$ cat src/rtl/random_engine_ctrl.sv
// Control FSM for the random engine: accepts a 1..DATA_W bit request, optionally
// reseeds the datapath LFSR, shifts lfsr_out into a response word, and returns it.
module random_engine_ctrl #(
  parameter int DATA_W = 8
) (
  input  logic              clk,
  input  logic              rst,
  input  logic              req_val,
  output logic              req_rdy,
  input  logic [3:0]        req_nbits,
  input  logic              req_reseed,
  input  logic [7:0]        req_tap,
  input  logic [7:0]        req_seed,
  output logic              resp_val,
  input  logic              resp_rdy,
  output logic [DATA_W-1:0] resp_data,
  output logic [7:0]        dpath_tap,
  output logic [7:0]        dpath_seed,
  output logic              dpath_rst,
  output logic              lfsr_en,
  input  logic              lfsr_out
);

  localparam int CW = $clog2(DATA_W + 1);

  typedef enum logic [1:0] {IDLE, SEED, GEN, DONE} state_t;

  state_t            state, state_next;
  logic [CW-1:0]     count;
  logic [CW-1:0]     nbits_eff;
  logic [DATA_W-1:0] shift;
  logic              accept;

  // A zero or oversize request asks for a full-width word.
  always_comb begin
    if (req_nbits == 4'd0 || 32'(req_nbits) > DATA_W) nbits_eff = CW'(DATA_W);
    else                                              nbits_eff = CW'(req_nbits);
  end

  // NOTE: sequential state uses non-blocking assignments so every register
  // samples the pre-edge values, independent of statement order.
  always_ff @(posedge clk) begin
    if (rst) state <= IDLE;
    else     state <= state_next;
  end

  // Handshake outputs depend on state only, never on req_val/resp_rdy.
  always_comb begin
    // NOTE: every output gets a default first so no path leaves it unassigned,
    // which would otherwise infer a latch.
    state_next = state;
    req_rdy    = 1'b0;
    resp_val   = 1'b0;
    lfsr_en    = 1'b0;
    dpath_rst  = rst;
    accept     = 1'b0;
    unique case (state)
      IDLE: begin
        req_rdy = 1'b1;
        if (req_val) begin
          accept     = 1'b1;
          state_next = req_reseed ? SEED : GEN;
        end
      end
      SEED: begin
        dpath_rst  = 1'b1;
        state_next = GEN;
      end
      GEN: begin
        lfsr_en = 1'b1;
        if (count == CW'(1)) state_next = DONE;
      end
      DONE: begin
        resp_val = 1'b1;
        if (resp_rdy) state_next = IDLE;
      end
      default: state_next = IDLE;
    endcase
  end

  always_ff @(posedge clk) begin
    if (rst) begin
      dpath_tap  <= 8'hB8;
      dpath_seed <= 8'h01;
      count      <= '0;
      shift      <= '0;
    end else if (accept) begin
      dpath_tap <= req_tap;
      if (req_reseed) dpath_seed <= req_seed;
      count <= nbits_eff;
      shift <= '0;
    end else if (lfsr_en) begin
      // First sampled bit migrates up to bit n-1 after n shifts.
      shift <= {shift[DATA_W-2:0], lfsr_out};
      count <= count - CW'(1);
    end
  end

  assign resp_data = shift;

endmodule

$ cat config.mk
export PLATFORM = sky130hd
export DESIGN_NAME = random_engine_ctrl
export DESIGN_NICKNAME = d
export VERILOG_FILES = /design/src/rtl/random_engine_ctrl.sv
export SDC_FILE = /design/constraint.sdc
export NUM_CORES = 1
export LEC_CHECK = 0
export CORE_MARGIN = 3
export CORE_UTILIZATION = 42
export CTS_CLUSTER_DIAMETER = 60
export DETAILED_ROUTE_END_ITERATION = 16
export PLACE_DENSITY_LB_ADDON = 0.08
export SLEW_MARGIN = 15
export SYNTH_ARGS = -nofsm -noshare
export SYNTH_HDL_FRONTEND = slang
export SYNTH_SLANG_ARGS = --single-unit
$ cat constraint.sdc
create_clock -name clk -period 2.1 [get_ports clk]
set_input_delay 0.525 -clock clk [delete_from_list [all_inputs] [get_ports clk]]
set_output_delay 0.525 -clock clk [all_outputs]
set_load 0.01 [all_outputs]
* Word-level counts from Yosys, hierarchy flattened
Cells that the tools add are included.
** Word-level totals
- Register bits after elaboration :: 30
- Logic and storage cells :: 35
** Cells by class
- Reduce and logical (&&, ||, !) cells :: 7
- Magnitude comparators :: 1
- Equality and inequality tests :: 7
- Mux-type cells :: 14
- Add/subtract/negate cells :: 1
** Operators by type and width (count)
- 4-bit two-way mux :: 3
- 2-bit two-way mux :: 4
- 2-bit one-hot mux with 4 select lines :: 1
- 1-bit two-way mux :: 6
- 2-bit inequality test (second input constant) :: 3
- 2-bit == test (second input constant) :: 2
- 4-bit by 1-bit == test with 1-bit output (second input constant) :: 1
- 4-bit > comparator (second input constant) :: 1
- 4-bit zero test :: 1
- 4-bit by 1-bit subtractor with 4-bit output (second input constant) :: 1
- 3-bit AND reduction :: 1
- 2-bit by 1-bit == test with 1-bit output (second input constant) :: 1
- 2-bit zero test :: 1
- 2-bit AND reduction :: 1
- 2-bit nonzero test :: 1
- 2-bit OR reduction :: 1
- 1-bit logical OR :: 1

* Logic depth before layout (Yosys ltp)
Gate-level depths: netlist (run 1).
- Word-level depth :: 4
- Mapped depth :: 7

* Least setup slack after synthesis (run 1)
Ideal clock, no wire load.
- Path kind :: reg-to-reg
- Start :: reg state[0]
- End :: reg state[0]
- Slack :: 0.443 ns
- Setup time :: 0.121 ns
- Arrival :: 1.537 ns
- Cell stages (with the launch flop) :: 6
- Buffers on the path :: 1
- Data required time :: 1.979 ns
- Clock period less this slack :: 1.657 ns
- Path through :: dfxtp_1 -> inv_1 -> ha_1 -> buf_2 -> a222oi_1 -> mux2_2
** On the way
- Word-level cells in the longest chain between the ends :: 3
- Elaborated cells between the ends (all ways) :: 9
- Those cells by class :: eq/ne: 6; mux: 1; reduce/logical: 2
** Ends and longest elaborated chain
- start: declaration :: line 28 : state_t state, state_next;
- start signal: assignment :: line 44 : else state <= state_next;
- 2-bit == test or 2-bit zero test (tied branches) :: line 57 : unique case (state)
- 2-bit inequality test (no source line)
- 3-bit AND reduction (no source line)
Several ways; a longest one is shown, not always the timed one.
A chain may end at the register's enable or synchronous reset.

* Final worst setup path (run 1)
- Start :: in rst
- End :: out dpath_rst
** On the way
- Word-level cells in the longest chain between the ends :: 1
** Ends and longest elaborated chain
- start: declaration :: line 7 : input logic rst,
- 1-bit two-way mux :: line 57
- end: declaration :: line 19 : output logic dpath_rst,
Every way passes these cells.

==> out/metrics.csv, run 1 <==
stage;metric;value;unit
sta;finalHoldViolCount;0;
sta;min_period;2030;ps
die;die_height;61.5;um
sta;fmaxAchievable;493;MHz
die;die_w;61.5;um
sta;grt_setup_unrepaired;false;
critical_path;critPathArrivalTime;1500;ps
global_routing;antenna_found_initial;0;
clocking;num_cts_buffers;5;
clocking;numClockSinks;30;
place;detailed_place_hpwl;2.30;mm
pwr;p_comb_frac;0.437;
critical_path;crit-reg2reg-capture;state[0];
drt;detail_route.wirelength;3.22;mm
die;floorplan.die_area;3780;um^2
drt;drcViolationCount;0;
run_status;outcome;finished, final reports clean;
clocking;cts_hold_buffers;0;
sta;worst_hold_check_slack;458;ps
sta;max_slew.worst_pin.slew;395;ps
final_layout;utilization;0.683;
logic_synthesis;synth_xor_area_frac;0.0135;
pwr;total_leakage_power;0.782;nW
final_layout;area_growth_from_synthesis_to_layout;50.7;%
sta;maxSlewViolCount;0;
final_layout;nets;238;
critical_path;crit-reg2reg-launch;state[0];
clocking;postCtsSetupRepairBufs;0;
clocking;cts.reportedPaths.clkPinSlew;90;ps
logic_synthesis;synth_simple_gate_area_share;0.224;
pwr;power-per-cell-area;1080;nW/um^2
logic_synthesis;largest_family_of_logic_cells_by_synthesized_area;simple AND/OR/NAND/NOR gates;
sta;endpoints_failing_setup;0;
pwr;vdd.ir_drop.worst;653;uV
critical_path;cp-start-kind;input port;
logic_synthesis;compound_cell_area_share_of_the_yosys_netlist;0.0957;
worst_hold_path;worst_hold_path.endpoint;dpath_tap[0];
worst_hold_path;min_path_type;reg -> reg;
logic_synthesis;synth_nets;183;
logic_synthesis;edff_count_synth;0;
logic_synthesis;synthesis.area;1290;um^2
critical_path;endpoint_kind;primary output;
pwr;p_int;1.40;mW
clocking;cts_root_buf;sky130_fd_sc_hd__clkbuf_4;
logic_synthesis;synth_top_cells_by_area;sky130_fd_sc_hd__dfxtp_1 (46%), sky130_fd_sc_hd__nand2_1 (9.9%), sky130_fd_sc_hd__mux2i_1 (7.7%), sky130_fd_sc_hd__ha_1 (6.8%), sky130_fd_sc_hd__a21oi_1 (5.4%);
pwr;clock_share_of_power;0.210;
logic_synthesis;async_flop_share;0;
pwr;power.switching_fraction;0.336;
sta;maxSlewHeadroom;0.737;
flow_run;drv.max_cap_violation_count;0;
place;routabilityCongestion;0.806;
die;rows;19;
logic_synthesis;yosys.cell_types.count;27;
pwr;p_sw;0.705;mW
sta;fin_crit_sh;0.966;
logic_synthesis;post-synth-top-area-cell;sky130_fd_sc_hd__dfxtp_1;
clocking;clock_latency_late_sink;320;ps
drt;drtAntennaViolNets;0;
logic_synthesis;synth_warnings;0;
logic_synthesis;synthMuxAreaShare;0.0861;
logic_synthesis;ys_dominant_reg_cell;sky130_fd_sc_hd__dfxtp_1;
logic_synthesis;ys_ff_latch;30;
clocking;cts_tree;yes;
global_routing;grt_overflow;0;
global_routing;grt_start_max_net_pins;26;
sta;worst_clock_skew;7.47;ps
critical_path;path_class;in -> out;
critical_path;critical_path_required;1570;ps
clocking;cts_buffer_depth;2;
critical_path;timing.critical_path.fanout_max;2;
drt;num_vias;1216;
drt;drt_first_iter_violations;46;
place;placement.io_buffers;53;
logic_synthesis;synth_adder_area_share;0.0677;
critical_path;worst_r2r_path_depth;5;
final_layout;drive_gt1_frac;0.0825;
global_routing;first_pass_grt_wire_length;5.15;mm
logic_synthesis;synth_top_area_frac;0.464;
logic_synthesis;netlist_instances;150;
clocking;clock_tree.htree_level_count;2;
die;ios;54;
die;initial_core_util;0.454;
drt;avgRoutedWirePerCell;13.6;um
worst_hold_path;timing.hold.worst.start;dpath_tap[0];
worst_hold_path;worst_hold_path.num_cells;2;
clocking;cts.repair.resized;5;
drt;post_drt_via_cell_ratio;5.13;
logic_synthesis;post_synth_most_frequent_cells;sky130_fd_sc_hd__nand2_1 (34), sky130_fd_sc_hd__dfxtp_1 (30), sky130_fd_sc_hd__a21oi_1 (14);
logic_synthesis;synthMostInstantiatedCell;sky130_fd_sc_hd__nand2_1;
logic_synthesis;average_instance_area_after_synthesis;8.62;um^2
pwr;share_seq_of_total_power;0.353;
global_routing;number_of_global_route_vias_before_repair;1180;
logic_synthesis;synth.yosys.seq_area_share;0.464;
drt;detailedRoute.firstPassIterationCount;4;
global_routing;track_usage;0.191;
final_layout;antenna_cells_inserted;0;
critical_path;worst-r2r-setup-slack;340;ps
die;area_of_the_placeable_core;2850;um^2
[logic make-up after synthesis]
logic type,after synthesis
DFF,30
and+or+nand+nor,63
buffers and inverters,16
muxes,11
AOI/OAI and AO/OA,21
adders and majority gates,7
xor gates and xnor gates,2
[power groups by stage]
stage,clock [mW],combinational (mW),sequential [mW]
after CTS,0.453,0.926,0.741
after floorplan,0,0.527,0.764
after global routing,0.489,1.02,0.759
after detailed placement,0,0.887,0.750
after global placement,0,0.854,0.743
final,0.442,0.918,0.741
[worst max-delay path by stage]
stage / start / endpoint / depth (start not counted) / slack (ps)
CTS: state[0] / lfsr_en / 3 / 40
global placement: rst / dpath_rst / 3 / -140
global route: state[1] / dpath_rst / 4 / 30
floorplan: state[0] / state[0] / 5 / 440
detailed placement: rst / dpath_rst / 3 / -130
finish: rst / dpath_rst / 3 / 70
[critical path, cell delays in order]
cell and delay (ps):
sky130_fd_sc_hd__clkdlybuf4s50_1 410, sky130_fd_sc_hd__or2_2 290, sky130_fd_sc_hd__dlygate4sd2_1 280
[stage by stage]
stage | worst slack, ps | TNS (ps) | instances | power [mW] | cell area (um^2)
2_1_floorplan | 443 | 0 | 150 | 1.29 | 1290
4_1_cts | 40.9 | 0 | 237 | 2.12 | 1940
5_1_grt | 27.4 | 0 | 237 | 2.27 | 1950
3_3_place_gp | -141 | -141 | 229 | 1.60 | 1860
3_5_place_dp | -130 | -130 | 229 | 1.64 | 1860
6_report | 71.8 | 0 | 237 | 2.10 | 1950
[registers in the layout, summed over array words and instances, names as in the netlist]
| signal | flops |
|---|---|
| dpath_seed | 8 |
| count | 4 |
| resp_data | 8 |
| dpath_tap | 8 |
| state | 2 |
[layout by cell type, fill, tap and decap left out, types with 3 or more instances in the layout]
cell and n:
sky130_fd_sc_hd__dfxtp_1 29, sky130_fd_sc_hd__mux2i_1 10, sky130_fd_sc_hd__clkdlybuf4s50_1 50, sky130_fd_sc_hd__inv_1 5
sky130_fd_sc_hd__nand3_1 3, sky130_fd_sc_hd__buf_4 4, sky130_fd_sc_hd__a21oi_1 14, sky130_fd_sc_hd__clkbuf_4 5
sky130_fd_sc_hd__nor2_1 11, sky130_fd_sc_hd__nand2_1 34, sky130_fd_sc_hd__ha_1 6, sky130_fd_sc_hd__nand3b_1 5
[metal layers]
layer  track usage  wire [um]
met1         0.202       1310
met2         0.321       1610
met3        0.0755        217
met4         0.106         73
met5             0          0
[area by class of cell]
cell class / count / area [um^2]
multi-input combinational: 104 / 643
clock inverter: 1 / 30.0
tap: 31 / 38.8
fill: 237 / 903
sequential: 30 / 602
timing repair buffer: 57 / 564
clock buffer: 7 / 45.0
inverter: 7 / 26.3
Note: power is estimated with default switching activity, not from simulation.
==> run 2, diff against run 1 <==
CAP_MARGIN = 40   (was default)
==> results of run 2 <==
The final DEF is identical to that of run 1; final timing and power are the same.
==> run 3, diff against run 2 <==
CORE_MARGIN = 2   (was 3)
CORE_UTILIZATION = 38   (was 42)
GPL_TIMING_DRIVEN = 0   (was default)
clock period = 1.6 ns   (was 2.1 ns; I/O delays follow)
==> run 3 against run 2 <==
Against the previous run: the run now ends with negative setup slack left; sequential power grew 31%; clock power grew 4%; worst setup slack lost 150 ps; hold slack lost 1.6 ps; largest cell class unchanged.
==> out/metrics.csv, run 3 (synthesis gave the netlist of run 1 again) <==
stage;metric;value;unit;change
clocking;cts_hold_buffers;0;;unchanged
run_status;outcome;finished with violations;;
final_layout;final_common_cell;sky130_fd_sc_hd__nand2_1;;
clocking;num_cts_buffers;5;;unchanged
global_routing;number_of_global_route_vias_before_repair;1127;;-4.5%
critical_path;timing.critical_path.fanout_max;2;;unchanged
clocking;cts.reportedPaths.clkPinSlew;90;ps;about the same
place;dp_worst_slack;-358;ps;-229 ps
pwr;p_comb_frac;0.459;;+0.022
critical_path;worst-path-buf-inv;1;;-1
drt;avgRoutedWirePerCell;11.3;um;-17%
final_layout;nets;248;;+4.2%
sta;maxSlewViolCount;0;;unchanged
final_layout;final_cells;262;;+11%
sta;setup_ws;-75.8;ps;-148 ps
die;initial_core_util;0.391;;-0.0627
sta;worst_clock_skew;11.2;ps;+3.74 ps
global_routing;first_pass_grt_wire_length;4.96;mm;-3.6%
clocking;cts_root_buf;sky130_fd_sc_hd__clkbuf_4;;
place;detailed_place_hpwl;2.12;mm;-7.7%
critical_path;worst_path_dominant_cell_family;multiplexers;;
sta;min_period;1680;ps;
die;area_of_the_placeable_core;3310;um^2;+16%
place;placement.io_buffers;52;;-1.9%
critical_path;critPathArrivalTime;1880;ps;+380 ps
pwr;power.switching_fraction;0.353;;+0.0174
pwr;total_leakage_power;0.875;nW;+12%
critical_path;path_class;reg -> reg;;
die;die_height;62.4;um;+1.4%
clocking;cts_tree;yes;;
critical_path;endpoint_kind;register;;
drt;detail_route.wirelength;2.95;mm;-8.2%
final_layout;area_growth_from_synthesis_to_layout;52.2;%;
flow_run;drv.max_cap_violation_count;0;;unchanged
drt;num_vias;1196;;-1.6%
pwr;vdd.ir_drop.worst;711;uV;+8.8%
clocking;numClockSinks;30;;unchanged
drt;drtAntennaViolNets;0;;unchanged
final_layout;final_cell_mix;sky130_fd_sc_hd__nand2_1 (34), sky130_fd_sc_hd__dfxtp_1 (26), sky130_fd_sc_hd__dlygate4sd2_1 (25);;
global_routing;grt_start_max_net_pins;11;;-58%
final_layout;drive_gt1_frac;0.148;;+0.0656
pwr;p_sw;0.937;mW;+33%
global_routing;antenna_found_initial;0;;unchanged
final_layout;fillCellCount;321;;+35%
pwr;report.power.total;2.65;mW;+26%
clocking;clock_tree.htree_level_count;2;;unchanged
drt;detailedRoute.firstPassIterationCount;4;;unchanged
pwr;clock_share_of_power;0.173;;-0.037
sta;max_slew.worst_pin.slew;442;ps;+47.1 ps
critical_path;critical_path.cell_chain;inv_2, ha_1, or3b_1, a222oi_1, mux2_2;;
place;dpl_cell_area;1870;um^2;+0.88%
sta;fin_crit_sh;1.05;;
run_status;violations_in_the_final_reports;negative setup slack;;
clocking;clock_latency_late_sink;330;ps;about the same
worst_hold_path;min_path_type;reg -> reg;;
die;rows;21;;+2
global_routing;track_usage;0.160;;-0.0303
sta;endpoints_failing_setup;3;;+3
drt;drcViolationCount;0;;unchanged
sta;fmaxAchievable;597;MHz;
sta;finalHoldViolCount;0;;unchanged
critical_path;worst_path_largest_cell_delay;390;ps;-20 ps
pwr;p_int;1.72;mW;+23%
die;floorplan.die_area;3890;um^2;+2.8%
die;die_w;62.4;um;+1.4%
drt;drt_first_iter_violations;50;;+8.7%
critical_path;crit_path_slowest_cell;sky130_fd_sc_hd__mux2_2;;
die;ios;54;;unchanged
sta;maxSlewHeadroom;0.706;;-0.0314
pwr;share_seq_of_total_power;0.367;;+0.014
global_routing;grt_overflow;0;;unchanged
place;routabilityCongestion;0.749;;-7.1%
final_layout;antenna_cells_inserted;0;;unchanged
final_layout;stdcell_area;1970;um^2;+1.0%
drt;post_drt_via_cell_ratio;4.56;;-11%
critical_path;critical_path_required;1810;ps;+240 ps
place;total_placed_cells_including_tap_cells;248;;+8.3%
final_layout;utilization;0.595;;-0.0885
sta;grt_setup_unrepaired;true;;
critical_path;cp-start-kind;register;;
pwr;power-per-cell-area;1350;nW/um^2;+25%
clocking;cts_buffer_depth;2;;unchanged
run 3: path summary, 6_finish.rpt:
check	start	to	slack, ps	cells after the start
max	count[1]	state[0]	-80	5
min	dpath_tap[2]	dpath_tap[2]	460	2
max reg2reg	count[1]	state[0]	-80	5
min reg2reg	dpath_tap[2]	dpath_tap[2]	460	2
run 3: metal layers:
metal,up-vias,wire length (um),track usage
met5,-,0,0
li1,623,-,-
met1,534,1310,0.182
met2,34,1380,0.269
met3,5,211,0.0634
met4,0,47,0.0667
run 3: repair_timing:
item / 4_1_cts / 5_1_grt
cloned: 0 / 0
gates resized for setup: 46 / 5
setup endpoints to repair: 33 / 7
buffers inserted: 4 / 2
pin swaps: 2 / 0
run 3: power by group through the flow:
stage          combinational (mW)  sequential [mW]  clock (mW)
6_report                     1.22            0.974       0.460
5_1_grt                      1.36            0.995       0.520
4_1_cts                      1.19            0.972       0.478
3_5_place_dp                 1.13            0.985           0
3_3_place_gp                 1.10            0.976           0
2_1_floorplan               0.692             1.01           0
run 3: final cells by class:
cell class / instances / area, um^2 / area share
buffer: 9 / 37.5 / 0.0191
clock buffer: 7 / 55.1 / 0.0280
clock inverter: 1 / 5.00 / 0.00254
inverter: 7 / 26.3 / 0.0133
multi-input combinational: 104 / 654 / 0.332
sequential: 30 / 608 / 0.309
tap: 46 / 57.6 / 0.0292
timing repair buffer: 58 / 526 / 0.267
run 3: worst reg2reg max path, stage by stage (launching register included):
cell                       delay, ps
sky130_fd_sc_hd__dfxtp_2         330
sky130_fd_sc_hd__inv_2            50
sky130_fd_sc_hd__ha_1            120
sky130_fd_sc_hd__or3b_1          350
sky130_fd_sc_hd__a222oi_1        320
sky130_fd_sc_hd__mux2_2          390
run 3: stage by stage:
step / hold WS [ps] / setup TNS [ps]
floorplan: 481 / -57.1
global placement: 440 / -3700
detailed placement: 449 / -4420
CTS: 459 / -104
global route: 480 / -324
finish: 457 / -113
